$ cat src/rtl/vga_fb_writer_if.sv
// vga_fb_writer_if: command handshake and video-RAM write port of the
// frame-buffer writer, bundled so both sides connect through one port.
interface vga_fb_writer_if;
    logic        cmd_valid;
    logic        cmd_ready;
    logic [1:0]  cmd_op;
    logic [7:0]  cmd_x;
    logic [6:0]  cmd_y;
    logic [7:0]  cmd_w;
    logic [6:0]  cmd_h;
    logic [15:0] cmd_data;
    logic        mem_we;
    logic [14:0] mem_addr;
    logic [15:0] mem_wdata;
    logic        busy;
    logic        done;
    logic        err;

    // Command source / RAM-side observer
    modport master (
        output cmd_valid, cmd_op, cmd_x, cmd_y, cmd_w, cmd_h, cmd_data,
        input  cmd_ready, mem_we, mem_addr, mem_wdata, busy, done, err
    );

    // Frame-buffer writer
    modport slave (
        input  cmd_valid, cmd_op, cmd_x, cmd_y, cmd_w, cmd_h, cmd_data,
        output cmd_ready, mem_we, mem_addr, mem_wdata, busy, done, err
    );
endinterface

$ cat src/rtl/vga_fb_writer.sv
// vga_fb_writer: write-side controller for the dual-port video RAM.
// Accepts WRITE / FILL / CLEAR commands, clips the region to the frame,
// and issues one row-major RAM write per clock. All outputs registered.
module vga_fb_writer #(
    parameter int unsigned COLS = 160,
    parameter int unsigned ROWS = 120
) (
    input  logic           clk,
    input  logic           reset,
    vga_fb_writer_if.slave bus
);

    typedef enum logic [1:0] {
        S_IDLE,
        S_SETUP,
        S_WRITE,
        S_DONE
    } state_t;

    localparam logic [1:0]  OP_WRITE = 2'b00;
    localparam logic [1:0]  OP_FILL  = 2'b01;
    localparam logic [1:0]  OP_CLEAR = 2'b10;

    localparam logic [15:0] C_COLS   = 16'(COLS);
    localparam logic [15:0] C_ROWS   = 16'(ROWS);
    localparam logic [14:0] C_STRIDE = 15'(COLS);

    // FSM state
    state_t      r_state, w_state_n;

    // Latched command fields
    logic [1:0]  r_op,   w_op_n;
    logic [7:0]  r_x,    w_x_n;
    logic [6:0]  r_y,    w_y_n;
    logic [7:0]  r_w,    w_w_n;
    logic [6:0]  r_h,    w_h_n;
    logic [15:0] r_data, w_data_n;

    // Region walk
    logic [15:0] r_col,      w_col_n;
    logic [15:0] r_row,      w_row_n;
    logic [15:0] r_wc,       w_wc_n;
    logic [15:0] r_hc,       w_hc_n;
    logic [14:0] r_row_base, w_row_base_n;

    // Registered outputs
    logic        r_ready, w_ready_n;
    logic        r_busy,  w_busy_n;
    logic        r_done,  w_done_n;
    logic        r_err,   w_err_n;
    logic        r_we,    w_we_n;
    logic [14:0] r_addr,  w_addr_n;
    logic [15:0] r_wdata, w_wdata_n;

    // Region resolution (consumed only in SETUP)
    logic [15:0] w_reg_x, w_reg_y, w_reg_w, w_reg_h;
    logic [15:0] w_span_x, w_span_y;
    logic [15:0] w_clip_w, w_clip_h;
    logic [14:0] w_row_base;
    logic        w_reject;
    logic        w_handshake;
    logic        w_last_col;
    logic        w_last_row;

    assign w_handshake = bus.cmd_valid & r_ready;
    assign w_last_col  = (r_col == r_wc - 16'd1);
    assign w_last_row  = (r_row == r_hc - 16'd1);

    // Resolve the latched command into a clipped region and its base address
    always_comb begin
        w_reg_x  = {8'd0, r_x};
        w_reg_y  = {9'd0, r_y};
        w_reg_w  = {8'd0, r_w};
        w_reg_h  = {9'd0, r_h};
        w_reject = 1'b0;
        case (r_op)
            OP_WRITE: begin
                w_reg_w = 16'd1;
                w_reg_h = 16'd1;
            end
            OP_FILL: begin
                w_reject = 1'b0;
            end
            OP_CLEAR: begin
                w_reg_x = '0;
                w_reg_y = '0;
                w_reg_w = C_COLS;
                w_reg_h = C_ROWS;
            end
            default: begin
                w_reject = 1'b1;
            end
        endcase
        if ((w_reg_x >= C_COLS) || (w_reg_y >= C_ROWS)) begin
            w_reject = 1'b1;
        end
        w_span_x   = C_COLS - w_reg_x;
        w_span_y   = C_ROWS - w_reg_y;
        w_clip_w   = (w_reg_w < w_span_x) ? w_reg_w : w_span_x;
        w_clip_h   = (w_reg_h < w_span_y) ? w_reg_h : w_span_y;
        w_row_base = 15'(w_reg_y * C_COLS + w_reg_x);
    end

    // Next-state and next-output logic; outputs are computed for the state
    // being entered so that every output can be a plain register.
    always_comb begin
        w_state_n    = r_state;
        w_op_n       = r_op;
        w_x_n        = r_x;
        w_y_n        = r_y;
        w_w_n        = r_w;
        w_h_n        = r_h;
        w_data_n     = r_data;
        w_col_n      = r_col;
        w_row_n      = r_row;
        w_wc_n       = r_wc;
        w_hc_n       = r_hc;
        w_row_base_n = r_row_base;
        w_ready_n    = 1'b0;
        w_busy_n     = 1'b1;
        w_done_n     = 1'b0;
        w_err_n      = 1'b0;
        w_we_n       = 1'b0;
        w_addr_n     = r_addr;
        w_wdata_n    = r_wdata;

        case (r_state)
            S_IDLE: begin
                w_ready_n = 1'b1;
                w_busy_n  = 1'b0;
                if (w_handshake) begin
                    w_state_n = S_SETUP;
                    w_op_n    = bus.cmd_op;
                    w_x_n     = bus.cmd_x;
                    w_y_n     = bus.cmd_y;
                    w_w_n     = bus.cmd_w;
                    w_h_n     = bus.cmd_h;
                    w_data_n  = bus.cmd_data;
                    w_ready_n = 1'b0;
                    w_busy_n  = 1'b1;
                end
            end

            S_SETUP: begin
                w_col_n      = '0;
                w_row_n      = '0;
                w_wc_n       = w_clip_w;
                w_hc_n       = w_clip_h;
                w_row_base_n = w_row_base;
                if (w_reject) begin
                    w_state_n = S_DONE;
                    w_done_n  = 1'b1;
                    w_err_n   = 1'b1;
                end else if ((w_clip_w == 16'd0) || (w_clip_h == 16'd0)) begin
                    w_state_n = S_DONE;
                    w_done_n  = 1'b1;
                end else begin
                    // First write of the region is issued on entry to WRITE
                    w_state_n = S_WRITE;
                    w_we_n    = 1'b1;
                    w_addr_n  = w_row_base;
                    w_wdata_n = r_data;
                end
            end

            S_WRITE: begin
                if (w_last_col && w_last_row) begin
                    w_state_n = S_DONE;
                    w_done_n  = 1'b1;
                end else if (w_last_col) begin
                    w_col_n      = '0;
                    w_row_n      = r_row + 16'd1;
                    w_row_base_n = r_row_base + C_STRIDE;
                    w_we_n       = 1'b1;
                    w_addr_n     = r_row_base + C_STRIDE;
                    w_wdata_n    = r_data;
                end else begin
                    w_col_n   = r_col + 16'd1;
                    w_we_n    = 1'b1;
                    w_addr_n  = r_row_base + 15'(r_col + 16'd1);
                    w_wdata_n = r_data;
                end
            end

            S_DONE: begin
                w_state_n = S_IDLE;
                w_ready_n = 1'b1;
                w_busy_n  = 1'b0;
            end

            default: begin
                w_state_n = S_IDLE;
                w_busy_n  = 1'b0;
            end
        endcase
    end

    // State and output registers with synchronous reset
    always_ff @(posedge clk) begin
        if (reset) begin
            r_state    <= S_IDLE;
            r_op       <= '0;
            r_x        <= '0;
            r_y        <= '0;
            r_w        <= '0;
            r_h        <= '0;
            r_data     <= '0;
            r_col      <= '0;
            r_row      <= '0;
            r_wc       <= '0;
            r_hc       <= '0;
            r_row_base <= '0;
            r_ready    <= 1'b0;
            r_busy     <= 1'b0;
            r_done     <= 1'b0;
            r_err      <= 1'b0;
            r_we       <= 1'b0;
            r_addr     <= '0;
            r_wdata    <= '0;
        end else begin
            r_state    <= w_state_n;
            r_op       <= w_op_n;
            r_x        <= w_x_n;
            r_y        <= w_y_n;
            r_w        <= w_w_n;
            r_h        <= w_h_n;
            r_data     <= w_data_n;
            r_col      <= w_col_n;
            r_row      <= w_row_n;
            r_wc       <= w_wc_n;
            r_hc       <= w_hc_n;
            r_row_base <= w_row_base_n;
            r_ready    <= w_ready_n;
            r_busy     <= w_busy_n;
            r_done     <= w_done_n;
            r_err      <= w_err_n;
            r_we       <= w_we_n;
            r_addr     <= w_addr_n;
            r_wdata    <= w_wdata_n;
        end
    end

    assign bus.cmd_ready = r_ready;
    assign bus.busy      = r_busy;
    assign bus.done      = r_done;
    assign bus.err       = r_err;
    assign bus.mem_we    = r_we;
    assign bus.mem_addr  = r_addr;
    assign bus.mem_wdata = r_wdata;

endmodule

$ cat src/flat_wrapper.sv
// flat-port wrapper written by rule: the top's interface ports become plain ports
module vga_fb_writer_flat 
#(
    parameter int unsigned COLS = 160,
    parameter int unsigned ROWS = 120
)
  (clk, reset, bus_cmd_valid, bus_cmd_op, bus_cmd_x, bus_cmd_y, bus_cmd_w, bus_cmd_h, bus_cmd_data, bus_cmd_ready, bus_mem_we, bus_mem_addr, bus_mem_wdata, bus_busy, bus_done, bus_err);
  vga_fb_writer_if bus_i ();
  input  logic clk;
  input  logic reset;
  input wire logic [$bits(bus_i.cmd_valid)-1:0] bus_cmd_valid;
  input wire logic [$bits(bus_i.cmd_op)-1:0] bus_cmd_op;
  input wire logic [$bits(bus_i.cmd_x)-1:0] bus_cmd_x;
  input wire logic [$bits(bus_i.cmd_y)-1:0] bus_cmd_y;
  input wire logic [$bits(bus_i.cmd_w)-1:0] bus_cmd_w;
  input wire logic [$bits(bus_i.cmd_h)-1:0] bus_cmd_h;
  input wire logic [$bits(bus_i.cmd_data)-1:0] bus_cmd_data;
  output wire logic [$bits(bus_i.cmd_ready)-1:0] bus_cmd_ready;
  output wire logic [$bits(bus_i.mem_we)-1:0] bus_mem_we;
  output wire logic [$bits(bus_i.mem_addr)-1:0] bus_mem_addr;
  output wire logic [$bits(bus_i.mem_wdata)-1:0] bus_mem_wdata;
  output wire logic [$bits(bus_i.busy)-1:0] bus_busy;
  output wire logic [$bits(bus_i.done)-1:0] bus_done;
  output wire logic [$bits(bus_i.err)-1:0] bus_err;
  assign bus_i.cmd_valid = bus_cmd_valid;
  assign bus_i.cmd_op = bus_cmd_op;
  assign bus_i.cmd_x = bus_cmd_x;
  assign bus_i.cmd_y = bus_cmd_y;
  assign bus_i.cmd_w = bus_cmd_w;
  assign bus_i.cmd_h = bus_cmd_h;
  assign bus_i.cmd_data = bus_cmd_data;
  assign bus_cmd_ready = bus_i.cmd_ready;
  assign bus_mem_we = bus_i.mem_we;
  assign bus_mem_addr = bus_i.mem_addr;
  assign bus_mem_wdata = bus_i.mem_wdata;
  assign bus_busy = bus_i.busy;
  assign bus_done = bus_i.done;
  assign bus_err = bus_i.err;
  vga_fb_writer #(.COLS(COLS), .ROWS(ROWS)) u_core (.clk(clk), .reset(reset), .bus(bus_i));
endmodule
$ cat config.mk
export PLATFORM = sky130hd
export DESIGN_NAME = vga_fb_writer_flat
export DESIGN_NICKNAME = d
export VERILOG_FILES = /design/src/rtl/vga_fb_writer_if.sv /design/src/rtl/vga_fb_writer.sv /design/src/flat_wrapper.sv
export SDC_FILE = /design/constraint.sdc
export NUM_CORES = 1
export LEC_CHECK = 0
export BUFFER_PORTS_ARGS = -buffer_cell sky130_fd_sc_hd__buf_2
export CAP_MARGIN = 20
export CORE_ASPECT_RATIO = 0.7
export CORE_MARGIN = 5
export CORE_UTILIZATION = 55
export CTS_CLUSTER_DIAMETER = 200
export DETAILED_ROUTE_END_ITERATION = 10
export PLACE_DENSITY = 0.74
export REMOVE_ABC_BUFFERS = 1
export SLEW_MARGIN = 20
export SYNTH_ARGS = -nofsm -noshare
export SYNTH_HDL_FRONTEND = slang
export SYNTH_SLANG_ARGS = --single-unit
$ cat constraint.sdc
create_clock -name clk -period 5.7 [get_ports clk]
set_input_delay 0.285 -clock clk [delete_from_list [all_inputs] [get_ports clk]]
set_output_delay 0.285 -clock clk [all_outputs]
set_load 0.05 [all_outputs]
==> results of run 1 <==
[power breakdown]
| group | total (W) | internal (W) | switching, W | leakage (nW) |
|---|---|---|---|---|
| Sequential | 0.00135 | 0.00119 | 0.000164 | 1.22 |
| Combinational | 0.00184 | 0.000634 | 0.00120 | 2.77 |
| Clock | 0.00112 | 0.000626 | 0.000490 | 0.277 |
[path summary, 6_finish.rpt]
check | startpoint | endpoint | cells after the start | slack [ns]
hold reg to reg | u_core.r_data[7]$_SDFFE_PP0P_ | u_core.r_data[7]$_SDFFE_PP0P_ | 2 | 0.46
hold / removal | bus_cmd_data[2] | u_core.r_data[2]$_SDFFE_PP0P_ | 3 | 0.09
setup reg to reg | u_core.r_op[1]$_SDFFE_PP0P_ | u_core.bus.mem_wdata[7]$_SDFFE_PP0P_ | 14 | 1.03
setup / recovery | u_core.r_op[1]$_SDFFE_PP0P_ | u_core.bus.mem_wdata[7]$_SDFFE_PP0P_ | 14 | 1.03
[critical path: stages (launching register included)]
cell,delay (ns)
dfxtp_1,0.42
nand2b_1,0.32
nand2_1,0.18
ha_1,0.26
nor4b_1,0.36
nor2b_1,0.13
mux2i_1,0.34
ha_1,0.32
a2111o_1,0.41
o211a_1,0.40
mux2i_1,0.28
o31ai_4,0.58
buf_4,0.34
nand3_1,0.11
a21oi_1,0.16
[logic make-up after synthesis]
kind of cell | synth area share [%]
fa+ha+maj | 7.422
mux | 3.240
simple gates | 25.04
compound gates | 21.72
buf+inv | 4.913
xor+xnor | 6.311
flops | 31.36
[metrics by stage]
| stage | hold WS [ns] | power (W) | setup slack (ns) | std cells |
|---|---|---|---|---|
| floorplan | 0.3496 | 0.002653 | 1.108 | 1156 |
| CTS | 0.07780 | 0.004294 | 1.101 | 1518 |
| finish | 0.09061 | 0.004309 | 1.026 | 1519 |
| global route | 0.08978 | 0.004570 | 0.6883 | 1519 |
| detailed placement | 0.4465 | 0.003170 | 1.117 | 1486 |
| global placement | 0.4457 | 0.003136 | 1.360 | 1486 |
[sequential cells by signal, indices dropped and copies added (netlist names)]
register              flops
u_core.bus.mem_wdata     16
u_core.r_col             16
u_core.r_data            16
u_core.r_row             16
u_core.bus.mem_addr      15
u_core.r_row_base        15
u_core.r_wc               9
u_core.r_hc               8
u_core.r_w                8
u_core.r_x                8
u_core.r_h                7
u_core.r_y                7
u_core.r_op               2
u_core.r_state            2
u_core.bus.busy           1
u_core.bus.cmd_ready      1
u_core.bus.done           1
u_core.bus.err            1
u_core.bus.mem_we         1
[per-layer routing]
metal	wire (um)	part of all wire, %	vias up	global-route usage, %
met1	11740	47	4177	35.30
met2	10980	44	317	37.89
met4	509	2.0	0	7.451
met5	0	0	-	0
li1	-	-	4502	-
met3	1990	7.9	49	4.804
[layout make-up]
type                       count  area [um2]
tap                          231       289.0
multi-input combinational    976        6111
inverter                      30       112.6
clock inverter                13       135.1
timing repair buffer         100       550.5
clock buffer                  19       442.9
fill                        1571        6472
sequential                   150        3003
[placed cells by master, fill, tap and decap left out, types with 15 or more instances in the layout]
master / Yosys / final
buf_2: 7 / 85
mux2i_1: 25 / 25
ha_1: 52 / 52
o21ai_0: 55 / 55
nand4_1: 17 / 17
dfxtp_1: 150 / 150
nor2_1: 108 / 107
nor3_1: 25 / 25
xnor2_1: 40 / 40
inv_1: 30 / 30
a211oi_1: 15 / 15
nand2b_1: 16 / 16
and2_1: 16 / 16
nand2_1: 167 / 167
or3_1: 15 / 15
a31oi_1: 17 / 17
a21oi_1: 143 / 143
xor2_1: 29 / 29
clkbuf_16: 0 / 17
nand3_1: 45 / 44
==> summary.md, run 1 <==
| Metric | Value |
|---|---|
| Die H | `120.4 um` |
| Clock Path Buffers | `2` |
| Post-Route WL | `25,220 um` |
| Total grt overflow | `0` |
| Synth area leader | `dfxtp_1` |
| First-pass GRT wire length | `41,570 um` |
| Synth cell types | `80` |
| EDFF count, synth | `0` |
| Synthesized cell area | `9575 um2` |
| CTS resizes | `0` |
| CTS tree | `yes` |
| DRC errors left | `0` |
| FMAX | `0.2139 GHz` |
| Initial detailed-routing violation count | `818` |
| Gr usage total | `24.70%` |
| Critical path type | `reg -> reg` |
| Total number of vias | `9,045` |
| RSZ-0062 raised after global routing | `no` |
| Period utilization | `82.01%` |
| Post-synth top flop | `dfxtp_1` |
| Startpoint types | `flop` |
| Run status | `finished clean` |
| Synthesized area per cell | `7.735 um2` |
| Worst EP arrival | `5.03 ns` |
| Final setup vio count | `0` |
| Die W | `167.7 um` |
| Slew Limit Fails | `0` |
| Row count | `40` |
| Initial antenna violation count | `0` |
| Async set or reset register ratio after synthesis | `0%` |
| Max FO, Critical Path | `16` |
| Nets | `1,381` |
| Full die area | `20,190 um2` |
| # Post-CTS Setup Buffers | `0` |
| Core area | `17,120 um2` |
| Worst vdd ir | `208.4 uV` |
| YS warnings | `0` |
| Tmin final | `4.674 ns` |
| Synth top cells by count | `nand2_1, dfxtp_1, a21oi_1` |
| Ant diodes | `0` |
| Largest net degree at the start of global routing | `102` |
| Power per cell area | `404.8 nW/um2` |
| Hold Path Class | `in -> reg` |
| Pleak | `4.266 nW` |
| Layout cells sized above 1 | `12.66%` |
| Max H-tree Level | `4` |
| Hold-fix buffers, CTS | `0` |
| Most frequent cell after synthesis | `nand2_1` |
| Crit. End Element | `flop` |
| TNS Setup | `0 ns` |
| Clk root buf | `clkbuf_16` |
| # IOs | `87` |
| Max Clock Skew | `0.02058 ns` |
| Post-synthesis sequential area ratio | `31.36%` |
| Buffers on Ports | `86` |
| Required @ worst endpoint | `6.05 ns` |
| Slew at the pin closest to its max-slew limit | `1.099 ns` |
| Pre-Repair DR Iteration Count | `5` |
| Cells after Synth | `1,238` |
| Slew Limit Headroom | `26.56%` |
| Clk slew on worst S/H paths | `0.07 ns` |
| CTS Buf Count | `17` |
| Hold Fails Final Rpt | `0` |
| Yosys reg bits | `150` |
| Synth-to-layout area growth | `11.16%` |
| Max cap viols | `0` |
| Detailed Place HPWL | `18,020 um` |
| Fin util | `62.19%` |
| Initial Utilization | `55.94%` |
| Number of vias per cell | `5.955` |
| GP Congestion | `0.9313` |
| Finished Cell Area | `10,640 um2` |
| CTS Sinks | `150` |
| Vias in the first global route | `8,331` |
| Routed wire per std cell | `16.60 um` |
| Worst-Skew Late Latency | `0.43 ns` |
| Synth area leaders | `dfxtp_1, a21oi_1, ha_1` |
| Routed Antenna Nets | `0` |
| Placement Cell Area | `10,050 um2` |
| Post-synth top area share | `31.36%` |
No activity file was read; power rests on OpenSTA's default activity.
==> run 2, diff against run 1 <==
ABC_AREA = 1   (was default)
clock period = 4.9 ns   (was 5.7 ns; I/O delays follow)
==> summary.md, run 2 <==
| Metric | Value |
|---|---|
| Initial antenna violation count | `0 (unchanged)` |
| Initial detailed-routing violation count | `1,010 (+23%)` |
| Worst-Skew Late Latency | `0.45 ns (+0.02 ns)` |
| # IOs | `87 (unchanged)` |
| Detailed Place HPWL | `17,950 um (-0.38%)` |
| Pre-Repair DR Iteration Count | `6 (+1)` |
| Clock Path Buffers | `2 (unchanged)` |
| First-pass GRT wire length | `41,750 um (+0.43%)` |
| Routed Antenna Nets | `0 (unchanged)` |
| Nets | `1,583 (+15%)` |
| Gr usage total | `24.85% (+0.15 points)` |
| Synth-to-layout area growth | `11.71%` |
| # Post-CTS Setup Buffers | `0 (unchanged)` |
| Placement Cell Area | `10,140 um2 (+0.92%)` |
| Placed cells | `1,689 (+14%)` |
| Max stage delay on crit path | `0.57 ns (about the same)` |
| Slew Limit Fails | `0 (unchanged)` |
| Number of vias per cell | `5.371 (-9.8%)` |
| Buffers on Ports | `86 (unchanged)` |
| Critical path type | `reg -> reg` |
| Most frequent cell after synthesis | `nand2_1` |
| GP Congestion | `0.9056 (-2.8%)` |
| Layout cells sized above 1 | `12.15% (-0.51 points)` |
| Finished Cell Area | `10,740 um2 (+0.89%)` |
| Slew at the pin closest to its max-slew limit | `0.9058 ns (-0.1936 ns)` |
| Crit path top cell by count | `nand2_1` |
| Async set or reset register ratio after synthesis | `0% (unchanged)` |
| Routed wire per std cell | `14.38 um (-13%)` |
| Core area | `17,170 um2 (+0.29%)` |
| Row count | `40 (unchanged)` |
| Synth area leader | `dfxtp_1` |
| Max cap viols | `0 (unchanged)` |
| Cells after Synth | `1,418 (+15%)` |
| Clk slew on worst S/H paths | `0.08 ns (about the same)` |
| Full die area | `20,260 um2 (+0.36%)` |
| CTS resizes | `0 (unchanged)` |
| Total number of vias | `9,244 (+2.2%)` |
| Most frequent cells in the layout | `nand2_1, inv_1, dfxtp_1` |
| Fin Hold WS | `0.07049 ns (-0.02012 ns)` |
| Max FO, Critical Path | `33 (+17)` |
| Slew Limit Headroom | `39.62% (+13 points)` |
| Ant diodes | `0 (unchanged)` |
| Clk root buf | `clkbuf_16` |
| Initial Utilization | `56.00% (about the same)` |
| Crit. End Element | `flop` |
| Yosys reg bits | `150 (unchanged)` |
| CTS Buf Count | `17 (unchanged)` |
| Pleak | `4.948 nW (+16%)` |
| Max Clock Skew | `0.01404 ns (-0.006545 ns)` |
| Tmin final | `4.385 ns (-0.2890 ns)` |
| Synth area leaders | `dfxtp_1, nand2_1, a21oi_1` |
| DRC errors left | `0 (unchanged)` |
| FMAX | `0.2280 GHz (+6.6%)` |
| Die W | `168.0 um (+0.18%)` |
| Post-Route WL | `24,750 um (-1.9%)` |
| Post-synth top area share | `31.24% (-0.12 points)` |
| Fin util | `62.56% (+0.37 points)` |
| Hold Path Class | `in -> reg` |
| Commonest non-fill, non-tap cell in the layout | `nand2_1` |
| CTS tree | `yes` |
| Period utilization | `89.50% (+7.5 points)` |
| Post-synthesis sequential area ratio | `31.24% (-0.12 points)` |
| Final setup vio count | `0 (unchanged)` |
| Max H-tree Level | `4 (unchanged)` |
| Power per cell area | `538.0 nW/um2 (+33%)` |
| Largest net degree at the start of global routing | `97 (-4.9%)` |
| Required @ worst endpoint | `5.24 ns (-0.81 ns)` |
| Total grt overflow | `0 (unchanged)` |
| Run status | `finished clean` |
| Post-synth top flop | `dfxtp_1` |
| Startpoint types | `flop` |
| Layout Cells excl Fill | `1,721 (+13%)` |
| CTS Sinks | `150 (unchanged)` |
| RSZ-0062 raised after global routing | `no` |
| YS warnings | `0 (unchanged)` |
| EDFF count, synth | `0 (unchanged)` |
| Synth top cells by count | `nand2_1, inv_1, dfxtp_1` |
| Die H | `120.6 um (+0.18%)` |
| Worst vdd ir | `355.0 uV (+70%)` |
| Synthesized cell area | `9613 um2 (+0.39%)` |
| Hold Fails Final Rpt | `0 (unchanged)` |
| Synthesized area per cell | `6.779 um2 (-12%)` |
| Hold-fix buffers, CTS | `0 (unchanged)` |
| TNS Setup | `0 ns (unchanged)` |
| Vias in the first global route | `8,433 (+1.2%)` |
| Synth cell types | `51 (-36%)` |
| Critical-path top delay cell | `nand2_2` |
| Worst EP arrival | `4.72 ns (-0.31 ns)` |
run 2: changes by cell type after synthesis, moves of 13 or more:
cell,change
clkbuf_1,-29
mux2i_1,-25
nand2b_1,-16
or3_1,-15
inv_1,+133
xor2_1,+24
nand2_1,+151
and2_1,-14
nand3_1,+53
nor2_1,+18
xnor2_1,-25
o21ai_0,+33
a31oi_1,-13
run 2: worst paths after layout:
path                               startpoint                                    to  slack [ns]  cells after the start
hold reg to reg    u_core.r_h[2]$_SDFFE_PP0P_            u_core.r_h[2]$_SDFFE_PP0P_        0.45                      2
hold / removal                bus_cmd_data[3]         u_core.r_data[3]$_SDFFE_PP0P_        0.07                      3
setup reg to reg  u_core.r_op[0]$_SDFFE_PP0P_  u_core.bus.mem_wdata[1]$_SDFFE_PP0P_        0.51                     25
setup / recovery  u_core.r_op[0]$_SDFFE_PP0P_  u_core.bus.mem_wdata[1]$_SDFFE_PP0P_        0.51                     25
run 2: routing by layer:
layer / track usage (%) / up-vias / routed length, um / part of all wire (%)
met3: 5.359 / 28 / 1809 / 7.3
met2: 35.93 / 289 / 10060 / 41
li1: - / 4763 / - / -
met4: 6.437 / 0 / 295 / 1.2
met1: 37.27 / 4164 / 12590 / 51
met5: 0 / - / 0 / 0
run 2: cells by family (layout without fill, tap and decap cells):
logic type,Yosys count,in the layout,synth area share (%)
and+or+nand+nor,624,624,28.39
AOI/OAI and AO/OA,290,290,16.65
adders and majority gates,55,55,7.393
buffers and inverters,229,301,9.671
xor gates and xnor gates,70,70,6.664
DFF,150,150,31.24
run 2: final cells by class:
type / instances / area, um2
Inverter: 174 / 656.9
Multi-Input combinational cell: 1039 / 5693
Fill cell: 1571 / 6427
Clock inverter: 15 / 173.9
Timing Repair Buffer: 95 / 498.0
Clock buffer: 17 / 425.4
Sequential cell: 150 / 3003
Tap cell: 231 / 289.0
run 2: power breakdown:
| group | internal [W] | switching, W | leakage [nW] |
|---|---|---|---|
| clock network | 0.000689 | 0.000632 | 0.294 |
| registers | 0.00149 | 0.000187 | 1.22 |
| logic | 0.000835 | 0.00195 | 3.43 |
| total | 0.00301 | 0.00276 | 4.95 |
run 2: worst max-delay path: cells and delay by family, from the launching register on:
family                   cells  cell delay (ns)
flip-flops                   1             0.37
adder cells (fa/ha/maj)      2             0.55
AO/OA/AOI/OAI                1             0.25
AND/OR/NAND/NOR             15             2.09
buffers and inverters        6             0.81
XOR/XNOR                     1             0.20
run 2: metrics by stage:
step / setup WS, ns / power (W)
final: 0.5146 / 0.005778
after global routing: 0.05892 / 0.006200
after CTS: 0.5692 / 0.005779
after detailed placement: 0.5935 / 0.004445
after global placement: 0.6791 / 0.004405
after floorplan: 0.9276 / 0.003769
